--- config.mk ---
export PLATFORM = sky130hd
export DESIGN_NAME = pc_fetch_ctrl_flat
export DESIGN_NICKNAME = d
export VERILOG_FILES = /design/src/rtl/pc_fetch_ctrl_if.sv /design/src/rtl/pc_fetch_ctrl.sv /design/src/flat_wrapper.sv
export SDC_FILE = /design/constraint.sdc
export NUM_CORES = 1
export LEC_CHECK = 0
export CAP_MARGIN = 20
export CELL_PAD_IN_SITES_DETAIL_PLACEMENT = 1
export CELL_PAD_IN_SITES_GLOBAL_PLACEMENT = 2
export CORE_MARGIN = 2
export CORE_UTILIZATION = 25
export CTS_BUF_LIST = sky130_fd_sc_hd__clkbuf_16
export CTS_CLUSTER_SIZE = 12
export DETAILED_ROUTE_END_ITERATION = 8
export HOLD_SLACK_MARGIN = 0.15
export PLACE_DENSITY_LB_ADDON = 0.15
export SLEW_MARGIN = 30
export SYNTH_ARGS = -nofsm -noshare
export SYNTH_HDL_FRONTEND = slang
export SYNTH_SLANG_ARGS = --single-unit
--- constraint.sdc ---
create_clock -name clock -period 2.8 [get_ports clock]
set_input_delay 0.56 -clock clock [delete_from_list [all_inputs] [get_ports clock]]
set_output_delay 0.56 -clock clock [all_outputs]
set_load 0.01 [all_outputs]
--- src/rtl/pc_fetch_ctrl_if.sv ---
// Fetch-control bundle: EX/hazard/memory inputs toward the controller and
// the PC, next-PC select, fetch request and IF/ID controls back out.
// master = fetch controller, slave = surrounding pipeline.
interface pc_fetch_ctrl_if #(
  parameter int ADDR_W = 32
) ();
  logic              branch_taken;
  logic [ADDR_W-1:0] branch_target;
  logic              stall;
  logic              imem_ready;
  logic [ADDR_W-1:0] pc;
  logic [ADDR_W-1:0] pc_plus4;
  logic              pc_src;
  logic              imem_req;
  logic              if_valid;
  logic              flush_if_id;

  modport master (
    input  branch_taken, branch_target, stall, imem_ready,
    output pc, pc_plus4, pc_src, imem_req, if_valid, flush_if_id
  );

  modport slave (
    output branch_taken, branch_target, stall, imem_ready,
    input  pc, pc_plus4, pc_src, imem_req, if_valid, flush_if_id
  );
endinterface

--- src/rtl/pc_fetch_ctrl.sv ---
// Instruction-fetch sequencer: owns the PC and chooses each cycle between
// sequential advance, branch redirect, hazard stall, memory wait and the
// bubble window that follows a redirect.
// Optional feature macro FETCH_PERF_CNT_EN adds saturating fetch_count and
// bubble_count outputs.
module pc_fetch_ctrl #(
  parameter int                ADDR_W       = 32,
  parameter int                PC_STEP      = 4,
  parameter logic [ADDR_W-1:0] RESET_VEC    = '0,
  parameter int                FLUSH_CYCLES = 1
) (
  input  logic            clock,
  input  logic            reset_n,
  pc_fetch_ctrl_if.master fif
`ifdef FETCH_PERF_CNT_EN
  ,
  output logic [31:0]     fetch_count,
  output logic [31:0]     bubble_count
`endif
);

  typedef enum logic [1:0] {BOOT, RUN, WAIT_MEM, FLUSH} state_t;

  localparam logic [ADDR_W-1:0] STEP       = ADDR_W'(PC_STEP);
  localparam logic [ADDR_W-1:0] ALIGN_MASK = ~(ADDR_W'(3));
  localparam logic [3:0]        CNT_INIT   = 4'(FLUSH_CYCLES - 1);

  state_t            state_q, state_d;
  logic [ADDR_W-1:0] pc_q, pc_d;
  logic              pc_src_q, pc_src_d;
  logic              imem_req_q, imem_req_d;
  logic              if_valid_q, if_valid_d;
  logic              flush_q, flush_d;
  logic [3:0]        cnt_q, cnt_d;
  logic              redirect;

  // Next-state and next-output decision; branch beats stall beats memory wait.
  always_comb begin
    state_d    = state_q;
    pc_d       = pc_q;
    pc_src_d   = pc_src_q;
    imem_req_d = imem_req_q;
    if_valid_d = if_valid_q;
    flush_d    = 1'b0;
    cnt_d      = cnt_q;
    redirect   = 1'b0;
    case (state_q)
      BOOT: begin
        imem_req_d = 1'b1;
        state_d    = RUN;
      end
      RUN, WAIT_MEM: begin
        if (fif.branch_taken) begin
          redirect = 1'b1;
        end else if (fif.stall) begin
          state_d = state_q;
        end else if (!fif.imem_ready) begin
          if_valid_d = 1'b0;
          state_d    = WAIT_MEM;
        end else begin
          pc_d       = pc_q + STEP;
          if_valid_d = 1'b1;
          pc_src_d   = 1'b0;
          state_d    = RUN;
        end
      end
      FLUSH: begin
        if_valid_d = 1'b0;
        imem_req_d = 1'b0;
        if (fif.branch_taken) begin
          redirect = 1'b1;
        end else if (cnt_q == 4'd0) begin
          imem_req_d = 1'b1;
          pc_src_d   = 1'b0;
          state_d    = RUN;
        end else begin
          cnt_d = cnt_q - 4'd1;
        end
      end
      default: state_d = BOOT;
    endcase
    // A redirect abandons any outstanding fetch and opens a new bubble window.
    if (redirect) begin
      pc_d       = fif.branch_target & ALIGN_MASK;
      pc_src_d   = 1'b1;
      flush_d    = 1'b1;
      if_valid_d = 1'b0;
      imem_req_d = 1'b0;
      cnt_d      = CNT_INIT;
      state_d    = FLUSH;
    end
  end

  // State and registered outputs; reset drops any pending redirect/bubbles.
  always_ff @(posedge clock or negedge reset_n) begin
    if (!reset_n) begin
      state_q    <= BOOT;
      pc_q       <= RESET_VEC;
      pc_src_q   <= 1'b0;
      imem_req_q <= 1'b0;
      if_valid_q <= 1'b0;
      flush_q    <= 1'b0;
      cnt_q      <= 4'd0;
    end else begin
      state_q    <= state_d;
      pc_q       <= pc_d;
      pc_src_q   <= pc_src_d;
      imem_req_q <= imem_req_d;
      if_valid_q <= if_valid_d;
      flush_q    <= flush_d;
      cnt_q      <= cnt_d;
    end
  end

  assign fif.pc          = pc_q;
  assign fif.pc_plus4    = pc_q + STEP;
  assign fif.pc_src      = pc_src_q;
  assign fif.imem_req    = imem_req_q;
  assign fif.if_valid    = if_valid_q;
  assign fif.flush_if_id = flush_q;

`ifdef FETCH_PERF_CNT_EN
  function automatic logic [31:0] sat_inc(input logic [31:0] v);
    return (v == 32'hFFFF_FFFF) ? v : v + 32'd1;
  endfunction

  logic advance;
  logic bubble;
  assign advance = ((state_q == RUN) || (state_q == WAIT_MEM)) &&
                   !fif.branch_taken && !fif.stall && fif.imem_ready;
  assign bubble  = (state_q == FLUSH) || (state_q == WAIT_MEM);

  // Saturating counters of completed fetches and bubble cycles.
  always_ff @(posedge clock or negedge reset_n) begin
    if (!reset_n) begin
      fetch_count  <= 32'd0;
      bubble_count <= 32'd0;
    end else begin
      if (advance) fetch_count <= sat_inc(fetch_count);
      if (bubble)  bubble_count <= sat_inc(bubble_count);
    end
  end
`endif

endmodule

--- src/flat_wrapper.sv ---
// flat-port wrapper written by rule: the top's interface ports become plain ports
module pc_fetch_ctrl_flat 
#(
  parameter int                ADDR_W       = 32,
  parameter int                PC_STEP      = 4,
  parameter logic [ADDR_W-1:0] RESET_VEC    = '0,
  parameter int                FLUSH_CYCLES = 1
)
  (clock, reset_n, fif_branch_taken, fif_branch_target, fif_stall, fif_imem_ready, fif_pc, fif_pc_plus4, fif_pc_src, fif_imem_req, fif_if_valid, fif_flush_if_id);
  pc_fetch_ctrl_if #(.ADDR_W(ADDR_W)) fif_i ();
  input  logic clock;
  input  logic reset_n;
  input wire logic [$bits(fif_i.branch_taken)-1:0] fif_branch_taken;
  input wire logic [$bits(fif_i.branch_target)-1:0] fif_branch_target;
  input wire logic [$bits(fif_i.stall)-1:0] fif_stall;
  input wire logic [$bits(fif_i.imem_ready)-1:0] fif_imem_ready;
  output wire logic [$bits(fif_i.pc)-1:0] fif_pc;
  output wire logic [$bits(fif_i.pc_plus4)-1:0] fif_pc_plus4;
  output wire logic [$bits(fif_i.pc_src)-1:0] fif_pc_src;
  output wire logic [$bits(fif_i.imem_req)-1:0] fif_imem_req;
  output wire logic [$bits(fif_i.if_valid)-1:0] fif_if_valid;
  output wire logic [$bits(fif_i.flush_if_id)-1:0] fif_flush_if_id;
  assign fif_i.branch_taken = fif_branch_taken;
  assign fif_i.branch_target = fif_branch_target;
  assign fif_i.stall = fif_stall;
  assign fif_i.imem_ready = fif_imem_ready;
  assign fif_pc = fif_i.pc;
  assign fif_pc_plus4 = fif_i.pc_plus4;
  assign fif_pc_src = fif_i.pc_src;
  assign fif_imem_req = fif_i.imem_req;
  assign fif_if_valid = fif_i.if_valid;
  assign fif_flush_if_id = fif_i.flush_if_id;
  pc_fetch_ctrl #(.ADDR_W(ADDR_W), .PC_STEP(PC_STEP), .RESET_VEC(RESET_VEC), .FLUSH_CYCLES(FLUSH_CYCLES)) u_core (.clock(clock), .reset_n(reset_n), .fif(fif_i));
endmodule
# Word-level counts from Yosys, hierarchy flattened
# Cells that the tools add are included.
# classes
addsub	2
eq_ne	11
n_mux	35
reduce_logical	14
# op_table
op	n
2-to-1 mux 32 bit	5
adder 32 x 3 -> 32 bit, second input constant	1
2-to-1 mux 1 bit	16
2-to-1 mux 4 bit	4
2-to-1 mux 2 bit	6
!= test 3 x 2 -> 1 bit, second input constant	4
AND reduction 4 bit	2
!= test 2 x 1 -> 1 bit, second input constant	3
case mux 1 bit (2 select lines)	3
case mux 2 bit (3 select lines)	1
AND reduction 3 bit	2
AND reduction 6 bit	1
nonzero test 2 bit	3
nonzero test 3 bit	2
equality test 2 bit, second input constant	2
logical NOT 4 bit	1
subtractor 4 x 1 -> 4 bit, second input constant	1
!= test 3 x 1 -> 1 bit, second input constant	1
OR reduction 3 bit	1
equality test 2 x 1 -> 1 bit, second input constant	1
logical NOT 2 bit	1
OR reduction 2 bit	1
# word_totals
regBits	42
wordCells	69

# Logic depth before layout (Yosys ltp)
# Gate-level depths: netlist (run 1).
# logic_depth
word_depth	6
depth_mapped	9
mapped_depth_nobuf	7

# Worst setup path before layout (run 1)
# OpenSTA, ideal clock, no wires.
# synth_timing
path_kind	reg-to-output
startpoint	register u_core.pc_q[2] (netlist: u_core.fif.pc[2])
endpoint	output port fif_pc_plus4[18]
arrival_time_ps	1951
required_ps	2240
path_slack_ps	289
path_stages_with_launch	7
cell_sequence	dfrtp_1 ha_1 nand4_1 nor4_1 buf_2 nand3_1 xnor2_1
# synth_between
elab_chain_cells	1
# synth_rtl
item	line	source
from (decl)	pc_fetch_ctrl.sv:29	logic [ADDR_W-1:0] pc_q, pc_d;
from (signal assigned)	pc_fetch_ctrl.sv:106	pc_q <= pc_d;
adder 32 x 3 -> 32 bit	pc_fetch_ctrl.sv:116	assign fif.pc_plus4 = pc_q + STEP;
to (decl)	flat_wrapper.sv:18	output wire logic [$bits(fif_i.pc_plus4)-1:0] fif_pc_plus4;
# No other way between the ends.

# Worst setup path after layout (run 1)
# layout_timing
startpoint	register u_core.pc_q[2] (netlist: u_core.fif.pc[2])
endpoint	output port fif_pc_plus4[12]
# The elaborated chain is that of the path after synthesis.

==> results of run 1 <==
[flip-flops by register name (all words and copies together), names as in the netlist]
name / cells
u_core.cnt_q: 4
u_core.fif.pc: 30
u_core.fif.pc_src: 1
u_core.fif.imem_req: 1
u_core.fif.if_valid: 1
u_core.fif.flush_if_id: 1
u_core.state_q: 2
[what timing repair did]
item / CTS / global route
pin swaps: 5 / 3
endpoints found under the setup margin: 21 / 8
cloned: 1 / 0
setup buffers: 8 / 5
gates resized for setup: 39 / 9
[cells by family after synthesis]
logic type	after synthesis
adder cells (fa/ha/maj)	6
AND/OR/NAND/NOR	147
buffers and inverters	37
flip-flops	40
other	1
AO/OA/AOI/OAI	53
multiplexers	1
XOR/XNOR	49
[synthesized netlist by cell type (2+ instances only)]
cell and n:
ha_1 6, nand4_1 13, and4_1 3, inv_1 10, nand2_1 41, a21oi_1 7
nor2_1 24, a21o_1 3, a22o_1 2, buf_2 3, nand3_1 19, or3_1 5
xnor2_1 29, o21ai_0 21, nand2b_1 2, buf_4 5, clkbuf_1 13, or4_4 2
and3_1 7, o21ai_1 4, nor3_1 12, a221o_1 4, o22ai_1 3, a31oi_1 2
dfrtp_1 40, nor4_1 8, and2_1 3, buf_1 5, xor2_1 20
[metal layers]
layer | vias up | part of all wire | global-route usage
met1 | 1427 | 0.46 | 0.220
met4 | 0 | 0.0052 | 0.0380
met2 | 76 | 0.49 | 0.294
met5 | - | 0 | 0
li1 | 1436 | - | -
met3 | 6 | 0.048 | 0.0296
[area by class of cell]
| cell class | instances | area, um^2 | share of cell area |
|---|---|---|---|
| multi-input combinational | 260 | 1700 | 0.381 |
| timing repair buffer | 154 | 1380 | 0.309 |
| clock buffer | 5 | 125 | 0.0280 |
| tap | 140 | 175 | 0.0392 |
| inverter | 10 | 37.5 | 0.00841 |
| sequential | 40 | 1000 | 0.225 |
| clock inverter | 3 | 42.5 | 0.00953 |
[path summary, 6_finish.rpt]
path	from	end	cells after the start	slack, ns
worst max-delay path	u_core.fif.pc[2]$_DFFE_PN0P_	fif_pc_plus4[12]	7	0.09
worst min-delay path	reset_n	u_core.fif.pc[19]$_DFFE_PN0P_	1	0.28
worst max register to register	u_core.fif.pc[2]$_DFFE_PN0P_	u_core.fif.pc[21]$_DFFE_PN0P_	7	0.55
worst min register to register	u_core.fif.pc_src$_DFFE_PN0P_	u_core.fif.pc_src$_DFFE_PN0P_	1	0.48
max in group asynchronous	reset_n	u_core.fif.pc[2]$_DFFE_PN0P_	1	2.10
min in group clock	u_core.fif.pc_src$_DFFE_PN0P_	u_core.fif.pc_src$_DFFE_PN0P_	1	0.48
[report_power, final]
group | total (uW) | internal, uW | switching, uW
combinational | 1010 | 524 | 490
clock | 667 | 419 | 248
sequential | 770 | 676 | 93.8
total | 2450 | 1620 | 831
[stage by stage]
step / total power (uW) / instance area [um^2] / hold slack [ns] / utilization / setup TNS (ns)
CTS: 2490 / 4440 / 0.299 / 0.407 / -0.00777
floorplan: 1280 / 2810 / 0.264 / - / 0
detailed placement: 1800 / 4170 / 0.475 / 0.383 / -0.0333
finish: 2450 / 4460 / 0.280 / 0.410 / 0
global route: 2610 / 4460 / 0.319 / 0.410 / -0.0889
global placement: 1790 / 4160 / 0.468 / 0.382 / 0
[placed cells by master, fill, tap and decap left out, types with 5 or more instances in the layout]
master and n:
clkbuf_16 5, and3_1 7, inv_1 10, nor3_1 10, buf_4 55, dfrtp_1 37
nor4_1 6, ha_1 5, dlygate4sd2_1 13, nand3_1 18, xor2_1 20, nand2_1 41
a21oi_1 7, nor2_1 24, nand4_1 13, clkdlybuf4s50_1 76, xnor2_1 27, o21ai_0 21
[critical path: cells and delay by family, from the launching register on]
family / cells / cell delay [ns]
AND/OR/NAND/NOR: 3 / 0.68
buffers and inverters: 2 / 0.47
flip-flops: 1 / 0.39
adder cells (fa/ha/maj): 1 / 0.19
XOR/XNOR: 1 / 0.14
==> flow_summary.yaml, run 1 <==
run_status:
  status: "complete, no violations"
logic_synthesis:
  avgSynthCellArea_um2: 8.38
  synth_area_leaders: "dfrtp_1 (36%), xnor2_1 (9.1%), xor2_1 (6.3%), nand2_1 (5.5%), o21ai_0 (3.8%)"
  seq_area_frac_synth: 0.358
  async_flop_share: 1.00
  synth_fa_ha_area_frac: 0.0268
  ys.flop_type: "dfrtp_1"
  netlist_area_um2: 2800
  synth.area.mux_share: 0.00358
  synth_xor_area_frac: 0.153
  synth-compound-area-share: 0.118
  syn_inst: 334
  synth_top_family_by_area: "simple AND/OR/NAND/NOR gates"
  synth_area_leader_cell: "dfrtp_1"
  ys_seq_elements: 40
  synth_edf_count: 0
  synth.top_cell.area_share: 0.358
  yosysWarnings: 0
  yosys.cell_types.count: 47
  synth-simple-area-share: 0.279
placed_design:
  gp_congestion: 0.792
  port_buffers: 98
  dp_cells: 590
  post-dp-hpwl_um: 7450
  pre_cts_ws_ns: -0.0282
layout:
  layout.nets: 514
  drive_above_1_share: 0.193
  nFillCells: 1303
  n_antenna_cell: 0
  area_growth_pct: 59.5
  post_layout_nonfiller_instances: 612
detailed_routing:
  detail_route.wl_per_cell_um: 16.1
  drtPass1Iterations: 4
  ant_nets: 0
  num_vias: 2945
  drc: 0
  first_iter_violations: 60
  viasPerCell: 4.81
  routed_wl_um: 9870
timing:
  skew_ns: 0.00787
  final_max_slew_viol_count: 0
  fin_crit_sh: 0.969
  setup_ws_ns: 0.0879
  rsz0062_at_grt: "true"
  finalCriticalPeriod_ns: 2.71
  fmax_ghz: 0.369
  finalHoldViolCount: 0
  setup_viol: 0
  relSlewSlack: 0.614
  tightestPinTransition_ns: 0.579
job:
  maxCapViolations: 0
clocking:
  clk_latency_ns: 0.28
  path_clk_slew_ns: 0.06
  cts_buffers: 5
  clockBufferDepth: 2
  cts_tree: "yes"
  clock-sinks: 40
  cts_htree_levels: 2
  cts-root-buf: "clkbuf_16"
  cts_hold_buf: 0
die:
  core_area_um2: 10900
  start_util: 0.257
  die-height_um: 110
  ios: 105
  die_w_um: 110
  row_count: 38
  die_area_um2: 12100
setup_path:
  cpPeakStageDelay_ns: 0.39
  critPathLaunchType: "flip-flop"
  critPathSlowestCell: "dfrtp_2"
  end_kind: "output port"
  critPathKind: "flip-flop to output port"
  worstPathRequired_ns: 2.24
  worstPathArrival_ns: 2.15
  cp_cell_sequence: "ha_2 > nand4_1 > buf_4 > or3_4 > nor2_1 > xor2_1 > dlygate4sd2_1"
  crit_path_max_fanout: 4
power:
  ir_worst_vdd_v: 0.000274
  p_leak_uw: 0.00188
  power.density_nw_per_um2: 549
global_route:
  grt_pass1_vias: 3150
  grt_max_degree: 41
  gr-total-overflow: 0
  antenna_found_initial: 0
  grt_pass1_wl_um: 16000
  grt_use_total: 0.170
worst_hold_path:
  hold_class: "primary input to async pin"
Power figures use the tool's default switching activity.
==> run 2, diff against run 1 <==
--- a/config.mk
+++ b/config.mk
@@ -14,6 +14,7 @@
 export CTS_CLUSTER_SIZE = 12
 export DETAILED_ROUTE_END_ITERATION = 8
 export HOLD_SLACK_MARGIN = 0.15
+export MAX_ROUTING_LAYER = met4
 export PLACE_DENSITY_LB_ADDON = 0.15
 export SLEW_MARGIN = 30
 export SYNTH_ARGS = -nofsm -noshare
==> run 2 against run 1 <==
  * Sequential cell count unchanged
  * Utilization unchanged
  * Die area did not move
  * Clock skew hardly changed
  * First-iteration DRC count stayed put
  * Wire length is essentially flat
  * Clock-buffer cell count unchanged
  * Global-route usage grew 0.49 points
  * Hold slack improved by 0.00078 ns
  * Via count is 0.17% lower
  * Critical path type unchanged
  * Largest cell class unchanged
==> flow_summary.yaml, run 2 (synthesis gave the netlist of run 1 again) <==
placed_design:
  post-dp-hpwl_um: 7450
  gp_congestion: 0.804
  pre_cts_ws_ns: -0.0282
  port_buffers: 98
detailed_routing:
  ant_nets: 0
  drc: 0
  routed_wl_um: 9870
  drtPass1Iterations: 4
  first_iter_violations: 60
  viasPerCell: 4.80
  num_vias: 2940
  detail_route.wl_per_cell_um: 16.1
timing:
  rsz0062_at_grt: "true"
  fmax_ghz: 0.371
  setup_ws_ns: 0.102
  fin_hold_ws_ns: 0.281
  relSlewSlack: 0.614
  finalHoldViolCount: 0
  tightestPinTransition_ns: 0.579
  fin_crit_sh: 0.963
  skew_ns: 0.00781
  finalSetupTns_ns: 0
  setup_viol: 0
  final_max_slew_viol_count: 0
  finalCriticalPeriod_ns: 2.70
global_route:
  grt_pass1_vias: 3147
  grt_pass1_wl_um: 16000
  grt_use_total: 0.175
  antenna_found_initial: 0
  grt_max_degree: 41
  gr-total-overflow: 0
die:
  core_area_um2: 10900
  die-height_um: 110
  row_count: 38
  start_util: 0.257
  ios: 105
  die_area_um2: 12100
  die_w_um: 110
layout:
  final_cell_mix: "clkdlybuf4s50_1 (76), buf_4 (55), nand2_1 (41)"
  largest_reg_flops: 30
  final_common_cell: "clkdlybuf4s50_1"
  n_antenna_cell: 0
  drive_above_1_share: 0.193
  fin_util: 0.410
  area_growth_pct: 59.5
  layout.nets: 514
setup_path:
  crit_start: "u_core.fif.pc[2]$_DFFE_PN0P_"
  worstPathArrival_ns: 2.14
  reg2reg_slack_ns: 0.55
  critPathKind: "flip-flop to output port"
  r2r_cells: 7
  worst_r2r_startpoint: "u_core.fif.pc[2]$_DFFE_PN0P_"
  critPathLaunchType: "flip-flop"
  end_kind: "output port"
  worstPathRequired_ns: 2.24
  regToRegEndpoint: "u_core.fif.pc[21]$_DFFE_PN0P_"
  crit_path_max_fanout: 9
clocking:
  cts_tree: "yes"
  path_clk_slew_ns: 0.06
  clockBufferDepth: 2
  cts_hold_buf: 0
  clock-sinks: 40
  cts_htree_levels: 2
  cts_buffers: 5
  cts-root-buf: "clkbuf_16"
  clk_latency_ns: 0.28
job:
  maxCapViolations: 0
run_status:
  status: "complete, no violations"
worst_hold_path:
  hold_class: "primary input to async pin"
power:
  power_uw: 2450
  ir_worst_vdd_v: 0.000274
  power.density_nw_per_um2: 549
  p_leak_uw: 0.00188
-- run 2: cell counts in the layout (fill, tap and decap cells not counted) --
Identical to the previous run, type by type.
-- run 2: worst max-delay path by stage --
| stage | endpoint |
|---|---|
| finish | fif_pc_plus4[21] |
| global route | fif_pc_plus4[28] |
| CTS | fif_pc_plus4[18] |
| detailed placement | fif_pc_plus4[28] |
| global placement | fif_pc_plus4[28] |
| floorplan | fif_pc_plus4[18] |
-- run 2: what timing repair did --
item | 4_1_cts | 5_1_grt
endpoints found under the setup margin | 21 | 8
setup buffers | 8 | 5
pin swaps | 5 | 3
resized for setup | 39 | 9
hold endpoints to repair | 0 | 0
cloned | 1 | 0
-- run 2: worst max-delay path, stage by stage (launching register included) --
cell	delay (ns)
dfrtp_2	0.39
buf_4	0.13
nand3_4	0.08
buf_4	0.19
nor2_1	0.27
nand2_1	0.16
buf_4	0.17
xnor2_1	0.18
dlygate4sd2_1	0.29
-- run 2: final cells by class --
class	instances	area (um^2)
Timing Repair Buffer	154	1380
Inverter	10	37.5
Multi-Input combinational cell	260	1700
Sequential cell	40	1000
Clock buffer	5	125
Tap cell	140	175
Clock inverter	3	42.5
Fill cell	1303	6420
-- run 2: where the power goes --
part / total [uW] / switching, uW / internal, uW
sequential: 770 / 94.0 / 676
combinational: 1010 / 490 / 524
clock: 666 / 247 / 419
-- run 2: through the flow --
step / instance area [um^2] / instances
6_report: 4460 / 612
3_3_place_gp: 4160 / 590
3_5_place_dp: 4170 / 590
5_1_grt: 4460 / 612
4_1_cts: 4440 / 607
2_1_floorplan: 2810 / 337
-- run 2: per-layer routing --
| metal | track usage | share of wire | vias up | routed length, um |
|---|---|---|---|---|
| met4 | 0.0380 | 0.0048 | 0 | 47 |
| met2 | 0.293 | 0.49 | 75 | 4860 |
| met1 | 0.222 | 0.46 | 1426 | 4530 |
| met3 | 0.0273 | 0.043 | 4 | 427 |
| li1 | - | - | 1435 | - |
| met5 | - | 0 | - | 0 |
==> run 3, diff against run 2 <==
--- a/config.mk
+++ b/config.mk
@@ -6,11 +6,10 @@
 export NUM_CORES = 1
 export LEC_CHECK = 0
 export CAP_MARGIN = 20
-export CELL_PAD_IN_SITES_DETAIL_PLACEMENT = 1
-export CELL_PAD_IN_SITES_GLOBAL_PLACEMENT = 2
 export CORE_MARGIN = 2
-export CORE_UTILIZATION = 25
+export CORE_UTILIZATION = 40
 export CTS_BUF_LIST = sky130_fd_sc_hd__clkbuf_16
+export CTS_CLUSTER_DIAMETER = 30
 export CTS_CLUSTER_SIZE = 12
 export DETAILED_ROUTE_END_ITERATION = 8
 export HOLD_SLACK_MARGIN = 0.15
==> constraint.sdc (replaced) <==
create_clock -name clock -period 2.22 [get_ports clock]
set_input_delay 0.444 -clock clock [delete_from_list [all_inputs] [get_ports clock]]
set_output_delay 0.444 -clock clock [all_outputs]
set_load 0.01 [all_outputs]
==> run 3 against run 2 <==
  * The flow now finishes with violations (setup timing)
  * Sequential power rose by 25%
  * Total power rose by 25%
  * Combinational power rose by 41%
  * Clock power rose by 3.9%
  * Non-clock buffer count rose by 51
  * Critical path depth did not move
  * Critical path type unchanged
  * Critical endpoint is now fif_pc_plus4[31]
==> flow_summary.yaml, run 3 (synthesis gave the netlist of run 1 again) <==
die:
  die_w_um: 87.6
  row_count: 30
  core_area_um2: 6790
  die-height_um: 87.6
  ios: 105
  start_util: 0.412
  die_area_um2: 7680
layout:
  multiInputGateArea_um2: 1980
  n_antenna_cell: 0
  final_cell_mix: "buf_4 (91), clkdlybuf4s50_1 (70), dfrtp_1 (40)"
  seq_area_um2: 1000
  largest_reg_flops: 30
  drive_above_1_share: 0.365
  layout.nets: 565
  final_area_um2: 5010
  fin_util: 0.737
  area_growth_pct: 79.0
  post_layout_nonfiller_instances: 619
  nFillCells: 489
  final_common_cell: "buf_4"
power:
  p_leak_uw: 0.00228
  ir_worst_vdd_v: 0.000432
  power_frac_clock: 0.225
  power_uw: 3080
  p_int_uw: 2000
  comb_power_share: 0.463
  p_seq_frac: 0.312
  power_switching_share: 0.351
  p_switching_uw: 1080
  power.density_nw_per_um2: 614
timing:
  skew_ns: 0.00358
  setup_ws_ns: -0.194
  final_max_slew_viol_count: 0
  rsz0062_at_grt: "true"
  tightestPinTransition_ns: 0.605
  finalCriticalPeriod_ns: 2.41
  fmax_ghz: 0.414
  finalHoldViolCount: 0
  relSlewSlack: 0.596
  fin_crit_sh: 1.09
  setup_viol: 23
  fin_hold_ws_ns: 0.163
run_status:
  status: "complete, but fails checks"
  violations: "setup timing"
clocking:
  path_clk_slew_ns: 0.06
  clk_latency_ns: 0.28
  cts_htree_levels: 2
  cts_buffers: 5
  cts-root-buf: "clkbuf_16"
  clockBufferDepth: 2
  cts_tree: "yes"
  clock-sinks: 40
  cts_hold_buf: 0
setup_path:
  end_kind: "output port"
  critPathLaunchType: "flip-flop"
  worst_r2r_startpoint: "u_core.fif.pc[6]$_DFFE_PN0P_"
  crit_start: "u_core.fif.pc[2]$_DFFE_PN0P_"
  reg2reg_slack_ns: 0.02
  worstPathArrival_ns: 1.97
  worstPathRequired_ns: 1.78
  critPathKind: "flip-flop to output port"
  crit_path_max_fanout: 4
  cpPeakStageDelay_ns: 0.39
  cp_cell_sequence: "buf_6 > nand3_4 > buf_8 > buf_4 > nor2_4 > and4_4 > xor2_1 > buf_2"
  critPathSlowestCell: "dfrtp_1"
worst_hold_path:
  hold_class: "primary input to async pin"
detailed_routing:
  drc: 0
  viasPerCell: 5.23
  first_iter_violations: 135
  num_vias: 3240
  drtPass1Iterations: 4
  detail_route.wl_per_cell_um: 15.7
  ant_nets: 0
  routed_wl_um: 9710
global_route:
  grt_pass1_wl_um: 14800
  gr-total-overflow: 0
  grt_max_degree: 36
  antenna_found_initial: 0
  grt_use_total: 0.253
  grt_pass1_vias: 3187
placed_design:
  post-dp-hpwl_um: 6680
  postPlaceCellArea_um2: 4390
  gp_congestion: 0.873
  port_buffers: 98
  dp_cells: 582
job:
  maxCapViolations: 0
==> run 3: cell types whose count changed in the layout (fill, tap and decap cells not counted), moves of 5 or more <==
cell,delta
dlygate4sd2_1,-10
clkdlybuf4s50_1,-6
buf_6,+14
buf_2,+21
nand2_1,-9
xnor2_1,-10
buf_4,+36
xnor2_2,+10
nor2_1,-5
nor2_4,+5
==> run 3: final timing paths <==
check	endpoint	depth (start not counted)
max reg2reg	u_core.fif.pc[21]$_DFFE_PN0P_	7
min reg2reg	u_core.fif.pc_src$_DFFE_PN0P_	1
min	u_core.fif.pc[20]$_DFFE_PN0P_	1
max in group asynchronous	u_core.fif.pc[27]$_DFFE_PN0P_	2
min in group clock	u_core.fif.pc_src$_DFFE_PN0P_	1
max	fif_pc_plus4[31]	8
==> run 3: area by class of cell <==
cell class,count,share of cell area
Clock inverter,3,0.00275
Clock buffer,5,0.0250
Inverter,10,0.00750
Multi-Input combinational cell,260,0.396
Tap cell,96,0.0240
Timing Repair Buffer,205,0.345
Sequential cell,40,0.200
==> run 3: per-stage QoR <==
stage          setup WS [ns]  TNS [ns]
5_1_grt               -0.275     -3.91
2_1_floorplan        -0.0155   -0.0155
3_5_place_dp          -0.351     -5.32
6_report              -0.194     -1.90
4_1_cts               -0.222     -2.13
3_3_place_gp          -0.315     -4.86
==> run 3: layer usage <==
| metal | vias to the layer above | share of wire | wire, um | GRT usage |
|---|---|---|---|---|
| met4 | 0 | 0.016 | 153 | 0.0671 |
| met5 | - | 0 | 0 | - |
| li1 | 1534 | - | - | - |
| met1 | 1574 | 0.42 | 4060 | 0.310 |
| met3 | 17 | 0.050 | 482 | 0.0386 |
| met2 | 115 | 0.52 | 5020 | 0.433 |
==> run 3: what timing repair did <==
| item | CTS | global route |
|---|---|---|
| buffers inserted | 18 | 13 |
| setup endpoints to repair | 28 | 28 |
| resized for setup | 147 | 28 |
| pin swaps | 26 | 20 |
| endpoints found under the hold margin | 0 | 0 |
==> run 3: critical path: cells and delay by family, from the launching register on <==
kind / cells / cell delay [ns]
XOR/XNOR: 1 / 0.16
buffers and inverters: 4 / 0.58
flip-flops: 1 / 0.39
AND/OR/NAND/NOR: 3 / 0.56
==> run 3: power groups by stage <==
stage | combinational [uW] | sequential, uW | clock (uW)
2_1_floorplan | 600 | 1020 | 0
3_5_place_dp | 1370 | 966 | 0
4_1_cts | 1370 | 957 | 696
3_3_place_gp | 1330 | 962 | 0
5_1_grt | 1540 | 976 | 738
6_report | 1420 | 959 | 692
==> patch 1 (config.mk and constraints of run 2) <==
Re-encode `state_t` (4 states) as one-hot, 4 bits wide.
--- a/src/rtl/pc_fetch_ctrl.sv
+++ b/src/rtl/pc_fetch_ctrl.sv
@@ -19,7 +19,7 @@
 `endif
 );
 
-  typedef enum logic [1:0] {BOOT, RUN, WAIT_MEM, FLUSH} state_t;
+  typedef enum logic [3:0] {BOOT = 4'b0001, RUN = 4'b0010, WAIT_MEM = 4'b0100, FLUSH = 4'b1000} state_t;
 
   localparam logic [ADDR_W-1:0] STEP       = ADDR_W'(PC_STEP);
   localparam logic [ADDR_W-1:0] ALIGN_MASK = ~(ADDR_W'(3));
Formal check against the unedited RTL: no difference found for any inputs over 4 cycles, from zero or initial values and one cycle with reset_n low; so few cycles prove little.
==> patch 1 against run 2 <==
  * Sequential cell count increased by 2
  * First-iteration DRC count is 1.7% lower
  * Wire length fell by 4.8%
  * Area after synthesis grew 1.6%
  * Design area increased by 0.39%
  * Register-to-register slack better by 130 ps
  * Setup slack got worse by 7.4 ps
  * Synthesized cell count stayed put
  * Critical path type unchanged
  * Largest cell class unchanged
Power is not compared: it rests on default switching activity, and its combinational part moved more than twofold at a synthesized area within 25%.
==> patch 1: results (changes against run 2) <==
Run status
  – Status: finished clean (unchanged)

Clock tree
  – Htree depth: 2 (unchanged)
  – Clock transition at path regs: roughly 70 ps
  – Num CTS Buffers: 5 (unchanged)
  – Root Buffer Master: clkbuf_16 (unchanged)
  – Skew-Pair Late Insertion Delay: just under 300 ps

Route
  – Vias: 2,810 (was 2,940)
  – First-pass detailed-route iteration total: 4 (unchanged)
  – Starting DRC count in detailed routing: 59 (was 60)
  – Via density: 4.64 (was 4.80)
  – Post-Route WL: 9390 µm (was 9870 µm)

Cells and area
  – N_diodes: 0 (unchanged)
  – Final core utilization: 40.8% (was 41.0%)
  – Fillers: 1,305 (was 1,303)
  – Max FFs per register: 30 (unchanged)
  – Nets: 504 (was 514)
  – Layout cells sized above 1: 18.5% (was 19.3%)

Place
  – GPL Wtd Cong: 0.792 (was 0.804)
  – I/O Buffers: 98 (unchanged)
  – Hpwl dp: 7060 µm (was 7450 µm)
  – Area of placed instances: 4180 µm² (was 4170 µm²)
  – Post-Place Cells: 588 (was 590)
  – Dpl ws: -111 ps (was -28.2 ps)

Timing
  – Slew HR: 53.2% (was 61.4%)
  – Hold_ws: 325 ps (was 281 ps)
  – Clock Skew: 8.99 ps (was 7.81 ps)

Logic synthesis
  – Seq/Total Area, Yosys: 37.0% (was 35.8%)
  – Post-Syn Instances: 334 (unchanged)
  – Async SR Flop Fraction: 100% (unchanged)
  – Yosys warnings: 0 (unchanged)
  – Distinct cell type count after synthesis: 40 (was 47)
  – Commonest cells in the netlist: 50 x nand2_1, 41 x dfrtp_1, 34 x xor2_1 (was 41 x nand2_1, 40 x dfrtp_1, 29 x xnor2_1)
  – Synth area leaders: dfrtp_1 36%, xor2_1 10%, xnor2_1 8.9% (was dfrtp_1 36%, xnor2_1 9.1%, xor2_1 6.3%)
  – Ys flop type: dfrtp_1 (unchanged)

Worst setup path
  – CP arrival: approximately 2200 ps
  – Reg2Reg Setup Slack: 680 ps (was 550 ps)
  – Path depth of the worst reg2reg path: 5 (was 7)
  – Worst R2R End: u_core.cnt_q[3]$_DFFE_PN0P_ (was u_core.fif.pc[21]$_DFFE_PN0P_)
  – R2R Path Start: u_core.state_q[1]$_DFFE_PN0P_ (was u_core.fif.pc[2]$_DFFE_PN0P_)
  – Maximum fanout along the worst path: 4 (was 9)

Global route
  – Vias in the first global route: 2,917 (was 3,147)
  – Overall Global Routing Usage: 16.1% (was 17.5%)
  – Global-route wire length before repair: 15,600 µm (was 16,000 µm)
  – Largest net degree at the start of global routing: 34 (was 41)

Power
  – Max VDD drop: 0.000350 V
  – Total leakage power: between 1.5 and 2 nW

Hold path
  – Hold crit path type: primary input to async pin (unchanged)
## patch 1: cell count changes after synthesis, sizes merged, moves of 4 or more
| cell | before | now |
|---|---|---|
| xor2 | 20 | 34 |
| nand2 | 41 | 50 |
| o21ai | 26 | 35 |
| nand3 | 20 | 14 |
| nor3 | 12 | 7 |
| a21oi | 7 | 3 |
| a221o | 4 | 0 |
| nand4 | 14 | 18 |
| or3 | 5 | 1 |
## patch 1: final cells by class
cell class	instances	share of cell area (%)
inverter	7	0.586
clock inverter	3	0.894
timing repair buffer	146	30.2
sequential	42	23.5
clock buffer	5	2.79
tap	140	3.91
multi-input combinational	262	38.1
## patch 1: kinds of logic (layout without fill, tap and decap cells)
kind of cell | count (synthesis) | in the layout | synth area share [%]
AOI/OAI and AO/OA | 43 | 43 | 8.50
xor gates and xnor gates | 63 | 63 | 19.4
adders and majority gates | 3 | 3 | 1.32
buffers and inverters | 33 | 161 | 5.90
DFF | 42 | 42 | 37.0
other | 1 | 4 | 0.132
and+or+nand+nor | 149 | 149 | 27.7
## patch 1: timing repair
item | CTS | global route
endpoints found under the hold margin | 0 | 0
hold buffers | 0 | 0
endpoints found under the setup margin | 19 | 15
resized for setup | 24 | 22
pin swaps | 2 | 0
buffers inserted | 7 | 2
## patch 1: worst max path at each step
stage                     depth (start not counted)  slack, ps               end                         start
after global routing                              6         -7  fif_pc_plus4[12]  u_core.fif.pc[3]$_DFFE_PN0P_
after global placement                            8       -130  fif_pc_plus4[28]  u_core.fif.pc[2]$_DFFE_PN0P_
after detailed placement                          8       -110  fif_pc_plus4[30]  u_core.fif.pc[2]$_DFFE_PN0P_
final                                             6         90  fif_pc_plus4[12]  u_core.fif.pc[3]$_DFFE_PN0P_
after CTS                                         8       -190  fif_pc_plus4[28]  u_core.fif.pc[3]$_DFFE_PN0P_
after floorplan                                   8        250  fif_pc_plus4[23]  u_core.fif.pc[9]$_DFFE_PN0P_
## patch 1: routing by layer
metal  GRT usage [%]  vias up  wire, µm  share of wire, %
met5               -        -         0                 0
met4            3.17        0        71              0.76
met3            2.69        6       307               3.3
met2            26.3       57      4530                48
met1            21.3     1358      4480                48
li1                -     1389         -                 -
## patch 1: worst max-delay path, cell delays in order, from the launching register on
cell             delay, ps
dfrtp_1                400
ha_2                   230
nand3_4                120
buf_4                  190
nor3_4                 210
xor2_1                 160
clkdlybuf4s50_1        550
## patch 1: report_power, final
group          total [mW]  switching (mW)  internal (mW)
Sequential           1.19           0.298          0.889
Clock               0.671           0.253          0.418
Combinational        2.48            1.15           1.33
Total                4.34            1.70           2.63
==> patch 2 (config.mk and constraints of run 2) <==
Without the edit above. `ADDR_W` is set to 32 in 3 places; all go to 64.
--- a/src/rtl/pc_fetch_ctrl_if.sv
+++ b/src/rtl/pc_fetch_ctrl_if.sv
@@ -2,7 +2,7 @@
 // the PC, next-PC select, fetch request and IF/ID controls back out.
 // master = fetch controller, slave = surrounding pipeline.
 interface pc_fetch_ctrl_if #(
-  parameter int ADDR_W = 32
+  parameter int ADDR_W = 64
 ) ();
   logic              branch_taken;
   logic [ADDR_W-1:0] branch_target;
--- a/src/rtl/pc_fetch_ctrl.sv
+++ b/src/rtl/pc_fetch_ctrl.sv
@@ -4,7 +4,7 @@
 // Optional feature macro FETCH_PERF_CNT_EN adds saturating fetch_count and
 // bubble_count outputs.
 module pc_fetch_ctrl #(
-  parameter int                ADDR_W       = 32,
+  parameter int                ADDR_W       = 64,
   parameter int                PC_STEP      = 4,
   parameter logic [ADDR_W-1:0] RESET_VEC    = '0,
   parameter int                FLUSH_CYCLES = 1
--- a/src/flat_wrapper.sv
+++ b/src/flat_wrapper.sv
@@ -1,7 +1,7 @@
 // flat-port wrapper written by rule: the top's interface ports become plain ports
 module pc_fetch_ctrl_flat 
 #(
-  parameter int                ADDR_W       = 32,
+  parameter int                ADDR_W       = 64,
   parameter int                PC_STEP      = 4,
   parameter logic [ADDR_W-1:0] RESET_VEC    = '0,
   parameter int                FLUSH_CYCLES = 1
Ports: changed (resized fif_branch_target, fif_pc and fif_pc_plus4); port bits go from 105 to 201. No check against the original RTL was run, so the function may have changed too.
==> patch 2 against run 2 <==
  * Sequential cell count up 32
  * Via count increased by 130%
  * Setup slack worse by 250 ps
  * Area after synthesis is 98% higher
  * The run now ends with negative setup slack left
  * Maximum frequency decreased by 8.4%
  * Count of clock-buffer cells in the layout rose by 4
  * Wire length grew to 2.8 times the old value
  * Critical path depth unchanged
  * Design area is 130% higher
  * Total power increased to 2.8 times the old value
  * Largest power group unchanged
  * Final cell count rose by 120%
  * Clock power up 83%
  * Register-to-register slack got worse by 330 ps
  * Sequential power up 110%
==> patch 2: results (changes against run 2) <==
Cells and area
  – Fillers: 2,568 (was 1,303)
  – Sequential cell area: 1810 µm² (was 1000 µm²)
  – Layout cells sized above 1: 37.3% (was 19.3%)
  – Nets: 1,158 (was 514)
  – Post-route insts no fill: 1,370 (was 612)
  – Max FFs per register: 62 (was 30)

Clock tree
  – Skew-Pair Late Insertion Delay: 350 ps (was 280 ps)
  – Htree depth: 3 (was 2)
  – Num CTS Buffers: 9 (was 5)

Worst setup path
  – Worst R2R End: u_core.fif.pc[61]$_DFFE_PN0P_ (was u_core.fif.pc[21]$_DFFE_PN0P_)
  – Path depth of the worst reg2reg path: 9 (was 7)
  – Maximum fanout along the worst path: 3 (was 9)
  – CP arrival: 2390 ps (was 2140 ps)
  – Setup crit start: u_core.fif.pc[3]$_DFFE_PN0P_ (was u_core.fif.pc[2]$_DFFE_PN0P_)
  – R2R Path Start: u_core.state_q[1]$_DFFE_PN0P_ (was u_core.fif.pc[2]$_DFFE_PN0P_)
  – Critical Path Sink: fif_pc_plus4[53] (was fif_pc_plus4[21])

Place
  – Hpwl dp: 21,400 µm (was 7450 µm)
  – Post-Place Cells: 1,302 (was 590)
  – I/O Buffers: 194 (was 98)
  – Dpl ws: -376 ps (was -28.2 ps)
  – Area of placed instances: 9080 µm² (was 4170 µm²)

Route
  – Routed WL per cell: 20.4 µm (was 16.1 µm)
  – First-pass detailed-route iteration total: 4 (unchanged)
  – Starting DRC count in detailed routing: 263 (was 60)

Logic synthesis
  – Synth area leaders: dfrtp_1 33%, xor2_1 7.6%, xnor2_1 5.7% (was dfrtp_1 36%, xnor2_1 9.1%, xor2_1 6.3%)
  – Distinct cell type count after synthesis: 56 (was 47)
  – Seq/Total Area, Yosys: 32.5% (was 35.8%)

Timing
  – Setup TNS: -625 ps (was 0 ps)
  – Worst-margin pin slew: 699 ps (was 579 ps)
  – Clock Skew: 6.16 ps (was 7.81 ps)
  – Setup violations, final: 14 (was 0)
  – Setup ws final: -146 ps (was 102 ps)
  – Period minus WS final: 2950 ps (was 2700 ps)

Run status
  – Failing checks: negative setup slack
  – Status: finished with violations (was finished clean)

Global route
  – Global-route wire length before repair: 43,400 µm (was 16,000 µm)
  – Vias in the first global route: 7,527 (was 3,147)
  – Largest net degree at the start of global routing: 62 (was 41)

Power
  – Total leakage power: 4.48 nW (was 1.88 nW)
  – Max VDD drop: 0.000268 V (was 0.000274 V)
==> patch 2: cell count changes in the layout (fill, tap and decap cells not counted), moves of 30 or more <==
cell / delta
buf_2: +30
buf_4: +152
buf_6: +40
clkdlybuf4s50_1: +62
dfrtp_1: +30
==> patch 2: critical path, cell delays in order (launching register included) <==
cell and delay [ps]:
dfrtp_1 420, buf_4 160, nand4_4 100, or4_4 480
and4bb_4 370, buf_6 110, nand4_1 80, xnor2_1 170
buf_2 150
==> patch 2: cell type report <==
type | instances | share of cell area [%]
clock buffers | 9 | 2.19
inverters | 14 | 0.512
multi-input cells | 545 | 38.8
clock inverters | 7 | 0.694
well taps | 280 | 3.41
flip-flops and latches | 72 | 17.6
repair buffers | 442 | 36.8
diodes | 1 | 0.0244
==> patch 2: where the power goes <==
group	total, mW	internal [mW]	switching, mW	leakage, nW
sequential	1.65	1.35	0.305	0.851
combinational	3.98	2.01	1.97	3.49
clock	1.22	0.693	0.525	0.144
total	6.85	4.05	2.80	4.48
==> patch 2: timing repair <==
item,in CTS,in global routing
setup buffers,40,14
pin swaps,51,24
setup endpoints to repair,54,48
gates resized for setup,272,67
cloned,0,0
==> patch 2: logic make-up (layout without fill, tap and decap cells) <==
group           Yosys count  in the layout  synth area share, %
compound gates          115            115                 13.3
xor+xnor                 84             84                 13.3
fa+ha+maj                 5              5                 1.13
buf+inv                  78            472                 6.15
flops                    72             72                 32.5
mux                       3              3                0.542
other cells               1              5               0.0677
simple gates            334            334                 33.0
==> patch 2: routing by layer <==
metal	wire, µm	GRT usage, %	up-vias
li1	-	-	3270
met1	12400	30.5	3442
met2	14100	41.6	151
met3	912	2.89	28
met4	514	6.13	0
met5	0	-	-
